==> config.mk <==
export PLATFORM = sky130hd
export DESIGN_NAME = stopwatch_core
export DESIGN_NICKNAME = d
export VERILOG_FILES = /design/src/rtl/stopwatch_pkg.sv /design/src/rtl/stopwatch_core_debouncer.sv /design/src/rtl/stopwatch_core.sv
export SDC_FILE = /design/constraint.sdc
export NUM_CORES = 1
export LEC_CHECK = 0
export BUFFER_PORTS_ARGS = -buffer_cell sky130_fd_sc_hd__buf_2
export CAP_MARGIN = 30
export CELL_PAD_IN_SITES_DETAIL_PLACEMENT = 1
export CELL_PAD_IN_SITES_GLOBAL_PLACEMENT = 1
export CORE_MARGIN = 2
export CORE_UTILIZATION = 52
export CTS_CLUSTER_DIAMETER = 80
export DETAILED_ROUTE_END_ITERATION = 10
export GPL_TIMING_DRIVEN = 0
export PLACE_DENSITY = 0.87
export SETUP_SLACK_MARGIN = 0.4
export SLEW_MARGIN = 20
export SYNTH_ARGS = -nofsm -noshare
export SYNTH_HDL_FRONTEND = slang
export SYNTH_SLANG_ARGS = --single-unit
==> constraint.sdc <==
create_clock -name clock -period 5.15 [get_ports clock]
set_clock_uncertainty 0.05 [all_clocks]
set_input_delay 1.03 -clock clock [delete_from_list [all_inputs] [get_ports clock]]
set_output_delay 1.03 -clock clock [all_outputs]
set_load 0.03 [all_outputs]
==> src/rtl/stopwatch_pkg.sv <==
// rtl/stopwatch_pkg.sv - shared state encoding and time limits for the stopwatch
package stopwatch_pkg;
  localparam int TIME_W      = 6;
  localparam int MAX_SECONDS = 59;
  localparam int MAX_MINUTES = 59;

  typedef enum logic [1:0] {
    ST_IDLE    = 2'd0,
    ST_RUNNING = 2'd1,
    ST_PAUSED  = 2'd2
  } state_t;
endpackage

==> src/rtl/stopwatch_core_debouncer.sv <==
// rtl/stopwatch_core_debouncer.sv - 2-flop synchroniser, stability counter, press pulse
module button_debouncer #(
  parameter int DEBOUNCE_CYCLES = 1_000_000
) (
  input  logic clock,
  input  logic reset,
  input  logic btn_raw,
  output logic btn_level,
  output logic btn_press
);
  localparam int CNT_W = $clog2(DEBOUNCE_CYCLES + 1);

  logic             sync_q1;
  logic             sync_q2;
  logic [CNT_W-1:0] stable_cnt;
  logic             settle;

  // Level flips on the last of DEBOUNCE_CYCLES consecutive differing samples.
  assign settle = (sync_q2 != btn_level) &&
                  (stable_cnt == CNT_W'(DEBOUNCE_CYCLES - 1));

  always_ff @(posedge clock or posedge reset) begin
    if (reset) begin
      sync_q1    <= 1'b0;
      sync_q2    <= 1'b0;
      btn_level  <= 1'b0;
      btn_press  <= 1'b0;
      stable_cnt <= '0;
    end else begin
      sync_q1   <= btn_raw;
      sync_q2   <= sync_q1;
      btn_press <= settle && sync_q2;
      if (sync_q2 == btn_level) begin
        stable_cnt <= '0;
      end else if (settle) begin
        btn_level  <= sync_q2;
        stable_cnt <= '0;
      end else begin
        stable_cnt <= stable_cnt + 1'b1;
      end
    end
  end
endmodule

==> src/rtl/stopwatch_core.sv <==
// rtl/stopwatch_core.sv - stopwatch FSM, 1 Hz prescaler and mm:ss counter
// Optional lap hold when STOPWATCH_LAP_HOLD_EN is defined.
module stopwatch_core
  import stopwatch_pkg::*;
#(
  parameter int CLK_HZ          = 100_000_000,
  parameter int DEBOUNCE_CYCLES = 1_000_000
) (
  input  logic              clock,
  input  logic              reset,
  input  logic              btn_start_stop,
  input  logic              btn_clear,
`ifdef STOPWATCH_LAP_HOLD_EN
  input  logic              btn_lap,
`endif
  output logic [TIME_W-1:0] minutes,
  output logic [TIME_W-1:0] seconds,
  output logic              running,
  output logic              overflow
);
  localparam int PRE_W = $clog2(CLK_HZ + 1);
  localparam logic [PRE_W-1:0]  PRE_LAST = PRE_W'(CLK_HZ - 1);
  localparam logic [TIME_W-1:0] SEC_LAST = TIME_W'(MAX_SECONDS);
  localparam logic [TIME_W-1:0] MIN_LAST = TIME_W'(MAX_MINUTES);

  state_t            state, state_nxt;
  logic [PRE_W-1:0]  presc, presc_nxt;
  logic [TIME_W-1:0] live_min, live_sec, min_nxt, sec_nxt;
  logic              ovf_nxt, tick, do_clear, hold_nxt;
  logic              start_press, clear_press, start_level, clear_level;
  logic              unused_levels;

  button_debouncer #(.DEBOUNCE_CYCLES(DEBOUNCE_CYCLES)) u_start (
    .clock(clock), .reset(reset), .btn_raw(btn_start_stop),
    .btn_level(start_level), .btn_press(start_press)
  );
  button_debouncer #(.DEBOUNCE_CYCLES(DEBOUNCE_CYCLES)) u_clear (
    .clock(clock), .reset(reset), .btn_raw(btn_clear),
    .btn_level(clear_level), .btn_press(clear_press)
  );

  always_comb begin
    state_nxt = state;
    case (state)
      ST_IDLE:    if (!clear_press && start_press) state_nxt = ST_RUNNING;
      ST_RUNNING: if (start_press) state_nxt = ST_PAUSED;
      ST_PAUSED: begin
        if (clear_press)      state_nxt = ST_IDLE;
        else if (start_press) state_nxt = ST_RUNNING;
      end
      default:    state_nxt = ST_IDLE;
    endcase
  end

  assign do_clear = clear_press && ((state == ST_IDLE) || (state == ST_PAUSED));
  assign tick     = (state == ST_RUNNING) && (presc == PRE_LAST);

  always_comb begin
    presc_nxt = presc;
    sec_nxt   = live_sec;
    min_nxt   = live_min;
    ovf_nxt   = overflow;
    if (do_clear) begin
      presc_nxt = '0;
      sec_nxt   = '0;
      min_nxt   = '0;
      ovf_nxt   = 1'b0;
    end else if (state == ST_RUNNING) begin
      presc_nxt = tick ? '0 : presc + 1'b1;
      if (tick) begin
        if (live_sec != SEC_LAST) begin
          sec_nxt = live_sec + 1'b1;
        end else begin
          sec_nxt = '0;
          if (live_min != MIN_LAST) begin
            min_nxt = live_min + 1'b1;
          end else begin
            min_nxt = '0;
            ovf_nxt = 1'b1;
          end
        end
      end
    end
  end

`ifdef STOPWATCH_LAP_HOLD_EN
  logic lap_press, lap_level, hold;

  button_debouncer #(.DEBOUNCE_CYCLES(DEBOUNCE_CYCLES)) u_lap (
    .clock(clock), .reset(reset), .btn_raw(btn_lap),
    .btn_level(lap_level), .btn_press(lap_press)
  );

  always_comb begin
    hold_nxt = hold;
    if (state_nxt == ST_IDLE)                      hold_nxt = 1'b0;
    else if (lap_press && (state == ST_RUNNING))   hold_nxt = !hold;
  end

  always_ff @(posedge clock or posedge reset) begin
    if (reset) hold <= 1'b0;
    else       hold <= hold_nxt;
  end

  assign unused_levels = ^{start_level, clear_level, lap_level};
`else
  assign hold_nxt      = 1'b0;
  assign unused_levels = ^{start_level, clear_level};
`endif

  // While held the output registers freeze; they equal the live count on the press cycle.
  always_ff @(posedge clock or posedge reset) begin
    if (reset) begin
      state    <= ST_IDLE;
      presc    <= '0;
      live_min <= '0;
      live_sec <= '0;
      minutes  <= '0;
      seconds  <= '0;
      running  <= 1'b0;
      overflow <= 1'b0;
    end else begin
      state    <= state_nxt;
      presc    <= presc_nxt;
      live_min <= min_nxt;
      live_sec <= sec_nxt;
      running  <= (state_nxt == ST_RUNNING);
      overflow <= ovf_nxt;
      if (!hold_nxt) begin
        minutes <= min_nxt;
        seconds <= sec_nxt;
      end
    end
  end
endmodule

==> flow_summary.yaml, run 1 <==
sta:
  fin_crit_sh_pct: 48.4
  final_hold_viol_count: 0
  setup_slack_ns: 2.66
  rsz0062_at_grt: "no"
  slew_viol_final: 0
  fmax_ghz: 0.401
  fin_crit_ns: 2.49
  whs_ns: 0.324
  relSlewSlack_pct: 42.8
  setup-violations-final: 0
  tightest_slew_ns: 0.856
  setup-tns-final_ns: 0
detailed_routing:
  ant_nets: 0
  vias: 3502
  routed_wl_um: 10200
  via_per_inst: 5.88
  drt_iter0_drc: 124
  wl_per_cell_um: 17.1
  drtPass1Iterations: 4
  drc: 0
placement:
  gp_congestion: 0.777
  pre_cts_slack_ns: 2.65
  post-dp-hpwl_um: 7170
  dp.cells: 580
  io_buffers: 17
clock_network:
  clockBufferDepth: 2
  cts_root_buf: "clkbuf_8"
  cts_setup_buffers: 0
  insertion_delay_ns: 0.36
  cts_resized: 0
  clkTransAtPathRegs_ns: 0.09
  clkSinkCount: 91
  tritoncts: "built"
  cts_hold_buf: 0
  cts_inserted_buffers: 9
  htree_num_levels: 3
power_and_ir_drop:
  total_power_w: 0.00127
  power_leakage_nw: 2.13
  powerDensity_nw_per_um2: 259
  vdd_ir_drop_max_mv: 0.152
synth:
  yosysWarnings: 0
  syn_area_um2: 4440
  synth-edff-count: 0
  ys_async_sr_fraction_pct: 100
  synth_cell_types: 50
  synthCells: 457
  ys_seq_elements: 91
  synth_ff_type: "dfrtp_1"
  yosysSeqAreaShare_pct: 51.2
  syn-num-nets: 466
  syn_area_per_cell_um2: 9.72
worst_setup_path:
  rr_worst_depth: 6
  r2r_end: "presc[4]"
  crit_start: "presc[0]"
  path_class: "reg2reg"
  cp_max_fo: 10
  r2r-start: "presc[0]"
  worstSetupStartpointType: "flip-flop"
  crit_arrival_ns: 2.67
  cp.required_ns: 5.33
  cp-end-kind: "flip-flop"
  r2r_setup_slack_ns: 2.66
worst_hold_path:
  whs_path_depth: 0
  hp-class: "reg2reg"
  worstHoldEndpoint: "u_start.sync_q2"
  holdCritStartpoint: "u_start.sync_q1"
floorplanning:
  initial_core_util_pct: 53.8
  die_y_um: 96.5
  core_area_um2: 8260
  fp.dieW_um: 96.5
  io_pins: 18
  dieArea_um2: 9300
  row_count: 33
layout:
  syn2layout_area_growth_pct: 10.3
  multiInputGateArea_um2: 2070
  drive_gt1_share_pct: 10.6
  fillers: 950
  regArea_um2: 2280
  n_antenna_cell: 0
  layout.cells.non_filler: 596
  nNetsFinal: 495
grt:
  antenna_found_initial: 0
  grtUsageTotal_pct: 24.1
  overflow: 0
  grt_pass1_wl_um: 17300
  grt_max_degree: 56
  first_global_vias: 3681
run:
  maxCapViolCount: 0
outcome:
  status: "finished, final reports clean"
==> layout by cell type (no fill, tap or decap), types with 2 or more instances in the layout <==
| cell type | synthesis | final |
|---|---|---|
| a21oi_1 | 17 | 17 |
| o22ai_1 | 2 | 2 |
| nand4b_1 | 3 | 3 |
| nor3_1 | 15 | 15 |
| ha_1 | 5 | 5 |
| xor2_1 | 25 | 25 |
| nand3_1 | 23 | 23 |
| nand4_1 | 18 | 18 |
| nand2_1 | 35 | 35 |
| or2_2 | 3 | 3 |
| o21ai_0 | 11 | 11 |
| and2_1 | 2 | 2 |
| buf_2 | 2 | 19 |
| a31oi_1 | 5 | 5 |
| clkbuf_1 | 9 | 9 |
| or3_1 | 8 | 8 |
| dfrtp_1 | 91 | 91 |
| xnor2_1 | 30 | 30 |
| mux2_2 | 2 | 2 |
| nand2b_1 | 5 | 5 |
| nor2_1 | 73 | 73 |
| nor4_1 | 11 | 11 |
| clkbuf_8 | 0 | 11 |
| nor3b_1 | 3 | 3 |
| and3_1 | 10 | 10 |
| a31o_2 | 2 | 2 |
| nor4b_1 | 3 | 3 |
| and4_1 | 5 | 5 |
| o21a_1 | 3 | 3 |
| inv_1 | 12 | 11 |
| nor4bb_1 | 2 | 2 |
| o211ai_1 | 2 | 2 |
| nor2b_1 | 2 | 2 |
==> critical path, cell delays in order, from the launching register on <==
cell	delay (ns)
dfrtp_1	0.45
ha_1	0.28
nand4b_1	0.14
or4_4	0.47
o21ai_1	0.42
clkbuf_1	0.44
nor2_1	0.12
==> sequential cells by signal, indices dropped and copies added, names as in the netlist, 2 cells and up <==
signal,count
u_clear.stable_cnt,20
u_start.stable_cnt,20
presc,27
live_sec,6
state,2
live_min,6
==> cells by family (layout without fill, tap and decap cells) <==
| logic type | after synthesis | in the layout | share of synthesized area (%) |
|---|---|---|---|
| xor+xnor | 55 | 55 | 10.8 |
| mux | 3 | 3 | 0.732 |
| flops | 91 | 91 | 51.2 |
| simple gates | 226 | 226 | 26.2 |
| compound gates | 53 | 53 | 7.46 |
| buf+inv | 24 | 58 | 2.11 |
| fa+ha+maj | 5 | 5 | 1.41 |
==> synth_stat cells, types with 2 or more instances <==
| library cell | instances | area share (%) |
|---|---|---|
| nor3b_1 | 3 | 0.51 |
| nand4_1 | 18 | 2.5 |
| xnor2_1 | 30 | 5.9 |
| and3_1 | 10 | 1.4 |
| buf_2 | 2 | 0.23 |
| nor4bb_1 | 2 | 0.45 |
| xor2_1 | 25 | 4.9 |
| o21ai_0 | 11 | 1.2 |
| a31o_2 | 2 | 0.39 |
| inv_1 | 12 | 1.0 |
| dfrtp_1 | 91 | 51 |
| nand2_1 | 35 | 3.0 |
| a21oi_1 | 17 | 1.9 |
| ha_1 | 5 | 1.4 |
| mux2_2 | 2 | 0.51 |
| and2_1 | 2 | 0.28 |
| nor4_1 | 11 | 1.5 |
| nor4b_1 | 3 | 0.59 |
| o21a_1 | 3 | 0.51 |
| o22ai_1 | 2 | 0.28 |
| or3_1 | 8 | 1.1 |
| nor2_1 | 73 | 6.2 |
| and4_1 | 5 | 0.99 |
| clkbuf_1 | 9 | 0.76 |
| nor2b_1 | 2 | 0.28 |
| nor3_1 | 15 | 1.7 |
| nand2b_1 | 5 | 0.70 |
| nand3_1 | 23 | 2.6 |
| nand4b_1 | 3 | 0.59 |
| or2_2 | 3 | 0.42 |
| a31oi_1 | 5 | 0.70 |
| o211ai_1 | 2 | 0.34 |
==> final cells by class <==
class                           count  area share [%]
Clock buffer                       11            3.09
Clock inverter                      5            1.23
Timing Repair Buffer               18            2.30
Sequential cell                    91            46.5
Buffer                             12           0.995
Tap cell                          105            2.68
Multi-Input combinational cell    342            42.3
Inverter                           12           0.970
==> stage by stage <==
stage                     area [µm²]  utilization [%]
final                           4900             59.4
after global routing            4900             59.4
after CTS                       4900             59.4
after detailed placement        4690             56.8
after global placement          4660             56.4
after floorplan                 4440                -
==> where the power goes <==
group	switching, W	internal, W
registers	0.00000464	0.000719
logic	0.0000236	0.00000840
clock network	0.000260	0.000253
total	0.000288	0.000980
==> layer usage <==
metal / vias to the layer above / global-route usage (%) / routed length (µm) / part of all wire [%]
met3: 11 / 3.72 / 171 / 1.7
met1: 1797 / 30.2 / 4610 / 45
met2: 31 / 43.1 / 5290 / 52
met4: 0 / 7.16 / 127 / 1.2
met5: - / 0 / 0 / 0
li1: 1663 / - / - / -
==> worst max path at each step <==
stage	endpoint	cells after the start
2_1_floorplan	live_min[0]	1
6_report	presc[4]	6
5_1_grt	presc[3]	6
4_1_cts	presc[4]	6
3_3_place_gp	presc[16]	2
3_5_place_dp	presc[9]	6
Power figures use the tool's default switching activity.
==> inputs of run 2 (changes only) <==
--- a/config.mk
+++ b/config.mk
@@ -5,16 +5,17 @@
 export SDC_FILE = /design/constraint.sdc
 export NUM_CORES = 1
 export LEC_CHECK = 0
+export ABC_AREA = 1
 export BUFFER_PORTS_ARGS = -buffer_cell sky130_fd_sc_hd__buf_2
 export CAP_MARGIN = 30
 export CELL_PAD_IN_SITES_DETAIL_PLACEMENT = 1
 export CELL_PAD_IN_SITES_GLOBAL_PLACEMENT = 1
 export CORE_MARGIN = 2
-export CORE_UTILIZATION = 52
+export CORE_UTILIZATION = 41
 export CTS_CLUSTER_DIAMETER = 80
 export DETAILED_ROUTE_END_ITERATION = 10
 export GPL_TIMING_DRIVEN = 0
-export PLACE_DENSITY = 0.87
+export PLACE_DENSITY = 0.79
 export SETUP_SLACK_MARGIN = 0.4
 export SLEW_MARGIN = 20
 export SYNTH_ARGS = -nofsm -noshare
==> constraint.sdc (replaced) <==
create_clock -name clock -period 2 [get_ports clock]
set_clock_uncertainty 0.05 [all_clocks]
set_input_delay 0.4 -clock clock [delete_from_list [all_inputs] [get_ports clock]]
set_output_delay 0.4 -clock clock [all_outputs]
set_load 0.03 [all_outputs]
==> run 2 against run 1 <==
Routed wire length grew 45%. Cell count grew 60%. Sequential share of layout area shrank 12 points. Worst setup slack lost 2.4 ns. First-iteration DRC count grew 85%. Largest cell class is now multi-input gates.
==> flow_summary.yaml, run 2 <==
worst_setup_path:
  worstSetupStartpointType: "flip-flop"
  crit_family: "simple AND/OR/NAND/NOR gates"
  slowest_delay_ns: 0.44
  cp-end-kind: "flip-flop"
  r2r-start: "presc[12]"
  cp.required_ns: 2.19
  path_class: "reg2reg"
  cp_cell_sequence: "inv_2 > nand2_1 > nor2_1 > nand2_1 > nor2_2 > nand2_4 > nand2_8 > inv_6 > buf_6 > nand2_1 > nor2_1"
  rr_worst_depth: 11
  crit_cells: 11
  r2r_end: "presc[18]"
  cp_max_fo: 6
  critPathBufInv: 3
  crit_top_cell: "nand2_1"
  crit_arrival_ns: 1.91
  r2r_setup_slack_ns: 0.27
  cp_slowest_cell: "dfrtp_1"
synth:
  ys_seq_elements: 91
  yosysWarnings: 0
  ys_async_sr_fraction_pct: 100
  yosysMostFrequentCell: "nand2_1"
  syn_area_um2: 5100
  synth-edff-count: 0
  synth_common_cells: "203 x nand2_1, 162 x nor2_1, 91 x dfrtp_1"
  synthTopCellsByArea: "dfrtp_1 45%, nand2_1 15%, nor2_1 12%"
  synth_top_cell_area_share_pct: 44.6
  synth_ff_type: "dfrtp_1"
  yosysSeqAreaShare_pct: 44.6
  synthCells: 715
  syn_area_per_cell_um2: 7.14
  syn-num-nets: 724
  yosys.area.top_type: "dfrtp_1"
  synth_cell_types: 27
clock_network:
  clkSinkCount: 91
  clkTransAtPathRegs_ns: 0.07
  insertion_delay_ns: 0.35
  cts_hold_buf: 0
  clockBufferDepth: 2
  cts_inserted_buffers: 9
  tritoncts: "built"
  cts_root_buf: "clkbuf_16"
  htree_num_levels: 3
sta:
  fin_crit_ns: 1.73
  setup-violations-final: 0
  slew_viol_final: 0
  fmax_ghz: 0.579
  setup_slack_ns: 0.272
  whs_ns: 0.0637
  relSlewSlack_pct: 60.6
  fin_crit_sh_pct: 86.4
  setup-tns-final_ns: 0
  final_hold_viol_count: 0
  rsz0062_at_grt: "yes"
  tightest_slew_ns: 0.590
layout:
  n_antenna_cell: 0
  top_regs: "presc x27, u_clear.stable_cnt x20, u_start.stable_cnt x20"
  largest_register: "presc"
  syn2layout_area_growth_pct: 28.2
  drive_gt1_share_pct: 22.5
  layout_common_cells: "176 x nand2_1, 132 x nor2_1, 86 x dfrtp_1"
  nNetsFinal: 789
  final_common_cell: "nand2_1"
  largest_reg_flops: 27
  fillers: 1496
placement:
  io_buffers: 17
  pre_cts_slack_ns: 0.0981
  gp_congestion: 0.838
  post-dp-hpwl_um: 9920
floorplanning:
  dieArea_um2: 13400
  io_pins: 18
  initial_core_util_pct: 42.3
  die_y_um: 116
  core_area_um2: 12100
  row_count: 40
  fp.dieW_um: 116
detailed_routing:
  wl_per_cell_um: 15.5
  drtPass1Iterations: 4
  drc: 0
  drt_iter0_drc: 229
  ant_nets: 0
  vias: 4851
  via_per_inst: 5.09
  routed_wl_um: 14800
run:
  maxCapViolCount: 0
outcome:
  status: "finished, final reports clean"
grt:
  grtUsageTotal_pct: 21.7
  overflow: 0
  antenna_found_initial: 0
  grt_pass1_wl_um: 22900
  grt_max_degree: 27
  first_global_vias: 5049
power_and_ir_drop:
  power_leakage_nw: 2.97
  powerDensity_nw_per_um2: 592
  vdd_ir_drop_max_mv: 0.471
  total_power_w: 0.00387
worst_hold_path:
  hp-class: "in2async"
## run 2: timing repair
item                                    4_1_cts  5_1_grt
pin swaps                                     8       25
gates resized for setup                      35       92
endpoints found under the setup margin       64       71
buffers inserted                             12       20
cloned                                        1        1
## run 2: how the worst max path moves through the flow
stage                        to  slack (ns)      start
detailed placement    presc[11]         0.1   presc[0]
floorplan           live_min[0]        0.39      reset
global placement    live_sec[1]       -0.37      reset
finish                presc[18]        0.27  presc[12]
CTS                 live_sec[1]        0.40   presc[1]
global route          presc[18]        0.19  presc[12]
## run 2: routing by layer
metal	GRT usage, %	part of all wire, %
met3	2.67	1.9
met2	40.2	54
met1	25.6	42
met5	0	0
met4	8.11	2.0
## run 2: cell families (layout without fill, tap and decap cells)
| kind of cell | Yosys count | count (layout) | share of synthesized area, % |
|---|---|---|---|
| flip-flops | 91 | 91 | 44.6 |
| AND/OR/NAND/NOR | 472 | 472 | 38.8 |
| buffers and inverters | 92 | 162 | 7.23 |
| AO/OA/AOI/OAI | 23 | 23 | 2.62 |
| adder cells (fa/ha/maj) | 5 | 5 | 1.23 |
| XOR/XNOR | 32 | 32 | 5.49 |
## run 2: final cells by class
type,instances,area (µm²),area share [%]
clock buffers,11,243,3.71
inverters,88,342,5.22
multi-input cells,532,2870,43.9
plain buffers,4,45.0,0.689
flip-flops and latches,91,2280,34.9
repair buffers,54,465,7.12
clock inverters,5,77.6,1.19
well taps,168,210,3.21
## run 2: metrics by stage
step / std cells / instance area (µm²) / util, %
finish: 953 / 6540 / 54.2
global route: 953 / 6540 / 54.2
CTS: 932 / 6000 / 49.8
detailed placement: 903 / 5480 / 45.4
global placement: 900 / 5410 / 44.9
floorplan: 715 / 5120 / -
## run 2: where the power goes
group          switching (W)  internal [W]
sequential         0.0000156       0.00185
combinational      0.0000771     0.0000401
clock               0.000755       0.00113
==> inputs of run 3 (changes only) <==
--- a/config.mk
+++ b/config.mk
@@ -5,13 +5,12 @@
 export SDC_FILE = /design/constraint.sdc
 export NUM_CORES = 1
 export LEC_CHECK = 0
-export ABC_AREA = 1
 export BUFFER_PORTS_ARGS = -buffer_cell sky130_fd_sc_hd__buf_2
 export CAP_MARGIN = 30
 export CELL_PAD_IN_SITES_DETAIL_PLACEMENT = 1
 export CELL_PAD_IN_SITES_GLOBAL_PLACEMENT = 1
 export CORE_MARGIN = 2
-export CORE_UTILIZATION = 41
+export CORE_UTILIZATION = 44
 export CTS_CLUSTER_DIAMETER = 80
 export DETAILED_ROUTE_END_ITERATION = 10
 export GPL_TIMING_DRIVEN = 0
==> run 3 against run 2 <==
The run now ends with setup timing left. Clock-buffer cell count fell by 2. Global-route usage rose by 5.5 points. Utilization rose by 13 points. Sequential power barely moved. Sequential cell count did not move. Cell count fell by 26%. Worst setup slack got worse by 0.73 ns. Fmax fell by 30%. Cell area rose by 0.63%. Critical path type unchanged. Critical endpoint is now live_min[0].
==> flow_summary.yaml, run 3 (synthesis gave the netlist of run 1 again) <==
outcome:
  status: "finished with violations"
  violations: "setup timing"
placement:
  gp_congestion: 0.768
  io_buffers: 17
  post-dp-hpwl_um: 7060
  dp.cells: 609
detailed_routing:
  ant_nets: 0
  drt_iter0_drc: 242
  drc: 0
  routed_wl_um: 18000
  via_per_inst: 5.98
  vias: 4243
  drtPass1Iterations: 5
  wl_per_cell_um: 25.3
layout:
  fillers: 997
  n_antenna_cell: 0
  nNetsFinal: 580
  final_core_util_pct: 67.3
  layout.cells.non_filler: 709
  largest_register: "presc"
  multiInputGateArea_um2: 2810
  top_regs: "presc x27, u_clear.stable_cnt x20, u_start.stable_cnt x20"
  final_common_cell: "dfrtp_1"
  regArea_um2: 2300
  largest_reg_flops: 27
  layout_common_cells: "74 x dfrtp_1, 62 x buf_4, 32 x nand2_1"
  drive_gt1_share_pct: 45.0
  syn2layout_area_growth_pct: 48.1
worst_setup_path:
  cp.required_ns: 2.26
  slowest_delay_ns: 0.48
  cp-end-kind: "flip-flop"
  cp_cell_sequence: "ha_4 > nand4b_1 > or4_4 > or3_4 > buf_8 > or3_4 > a21oi_2"
  cp_slowest_cell: "or4_4"
  worstSetupStartpointType: "flip-flop"
  critPathBufInv: 1
  crit_arrival_ns: 2.72
  cp_max_fo: 2
  crit_family: "simple AND/OR/NAND/NOR gates"
  path_class: "reg2reg"
  crit_top_cell: "or3_4"
clock_network:
  clkTransAtPathRegs_ns: 0.11
  cts_inserted_buffers: 9
  cts_hold_buf: 0
  htree_num_levels: 3
  clockBufferDepth: 2
  clkSinkCount: 91
  tritoncts: "built"
  insertion_delay_ns: 0.39
  cts_root_buf: "clkbuf_8"
sta:
  whs_ns: 0.0538
  fin_crit_sh_pct: 123
  final_hold_viol_count: 0
  setup-violations-final: 59
  relSlewSlack_pct: 48.9
  slew_viol_final: 0
  setup_slack_ns: -0.461
  rsz0062_at_grt: "yes"
  fin_crit_ns: 2.46
  tightest_slew_ns: 0.765
  fmax_ghz: 0.406
power_and_ir_drop:
  total_power_w: 0.00347
  powerDensity_nw_per_um2: 528
  vdd_ir_drop_max_mv: 0.605
  power_leakage_nw: 2.80
floorplanning:
  dieArea_um2: 10900
  die_y_um: 105
  fp.dieW_um: 105
  io_pins: 18
  core_area_um2: 9770
  initial_core_util_pct: 45.5
  row_count: 36
grt:
  antenna_found_initial: 0
  grtUsageTotal_pct: 27.2
  overflow: 0
  grt_pass1_wl_um: 23500
  grt_max_degree: 33
  first_global_vias: 4481
run:
  maxCapViolCount: 0
worst_hold_path:
  hp-class: "in2reg"
run 3: cell types whose count changed in the layout (fill, tap and decap cells not counted), sizes merged, moves of 8 or more:
cell	change
nand2	-172
nor2	-95
inv	-72
buf	+52
nand3	-22
xnor2	+21
a21oi	+11
and3	+10
nor4	+9
or3	+8
run 3: report_power, final:
group / total, W / internal (W) / switching, W
Clock: 0.00140 / 0.000603 / 0.000797
Combinational: 0.000203 / 0.0000881 / 0.000115
Sequential: 0.00187 / 0.00185 / 0.0000161
Total: 0.00347 / 0.00254 / 0.000929
run 3: worst paths after layout:
| check | from | end | slack (ns) | cells past startpoint |
|---|---|---|---|---|
| max | presc[1] | live_min[0] | -0.46 | 7 |
| min | btn_start_stop | u_start.sync_q1 | 0.05 | 1 |
| max reg2reg | presc[1] | live_min[0] | -0.46 | 7 |
| min reg2reg | u_clear.sync_q1 | u_clear.sync_q2 | 0.32 | 0 |
| max in group asynchronous | reset | presc[19] | 0.93 | 4 |
| min in group asynchronous | reset | u_start.stable_cnt[3] | 0.08 | 2 |
run 3: metal layers:
layer / vias up / global-route usage, % / part of all wire [%] / wire length [µm]
li1: 1835 / - / - / -
met1: 2229 / 30.7 / 38 / 6750
met2: 111 / 51.4 / 55 / 9820
met3: 68 / 4.51 / 2.5 / 456
met4: 0 / 9.17 / 5.2 / 925
met5: - / 0 / 0 / 0
run 3: layout make-up:
type,count,share of cell area (%)
Multi-Input combinational cell,342,42.7
Inverter,12,0.742
Buffer,12,2.30
Clock buffer,9,1.88
Tap cell,133,2.53
Sequential cell,91,34.9
Timing Repair Buffer,103,13.7
Clock inverter,7,1.25
run 3: what timing repair did:
item                                    in CTS  in global routing
gates resized for setup                    119                 89
endpoints found under the setup margin      83                 83
gates cloned                                 3                  1
buffers inserted                            48                 32
pin swaps                                   40                 37
run 3: per-stage QoR:
stage	area, µm²	setup WS, ns	TNS [ns]
finish	6580	-0.461	-15.91
global placement	4780	-0.384	-22.67
detailed placement	4820	-0.437	-10.01
CTS	5960	-0.274	-4.73
global route	6580	-0.470	-18.66
floorplan	4530	-0.252	-0.365
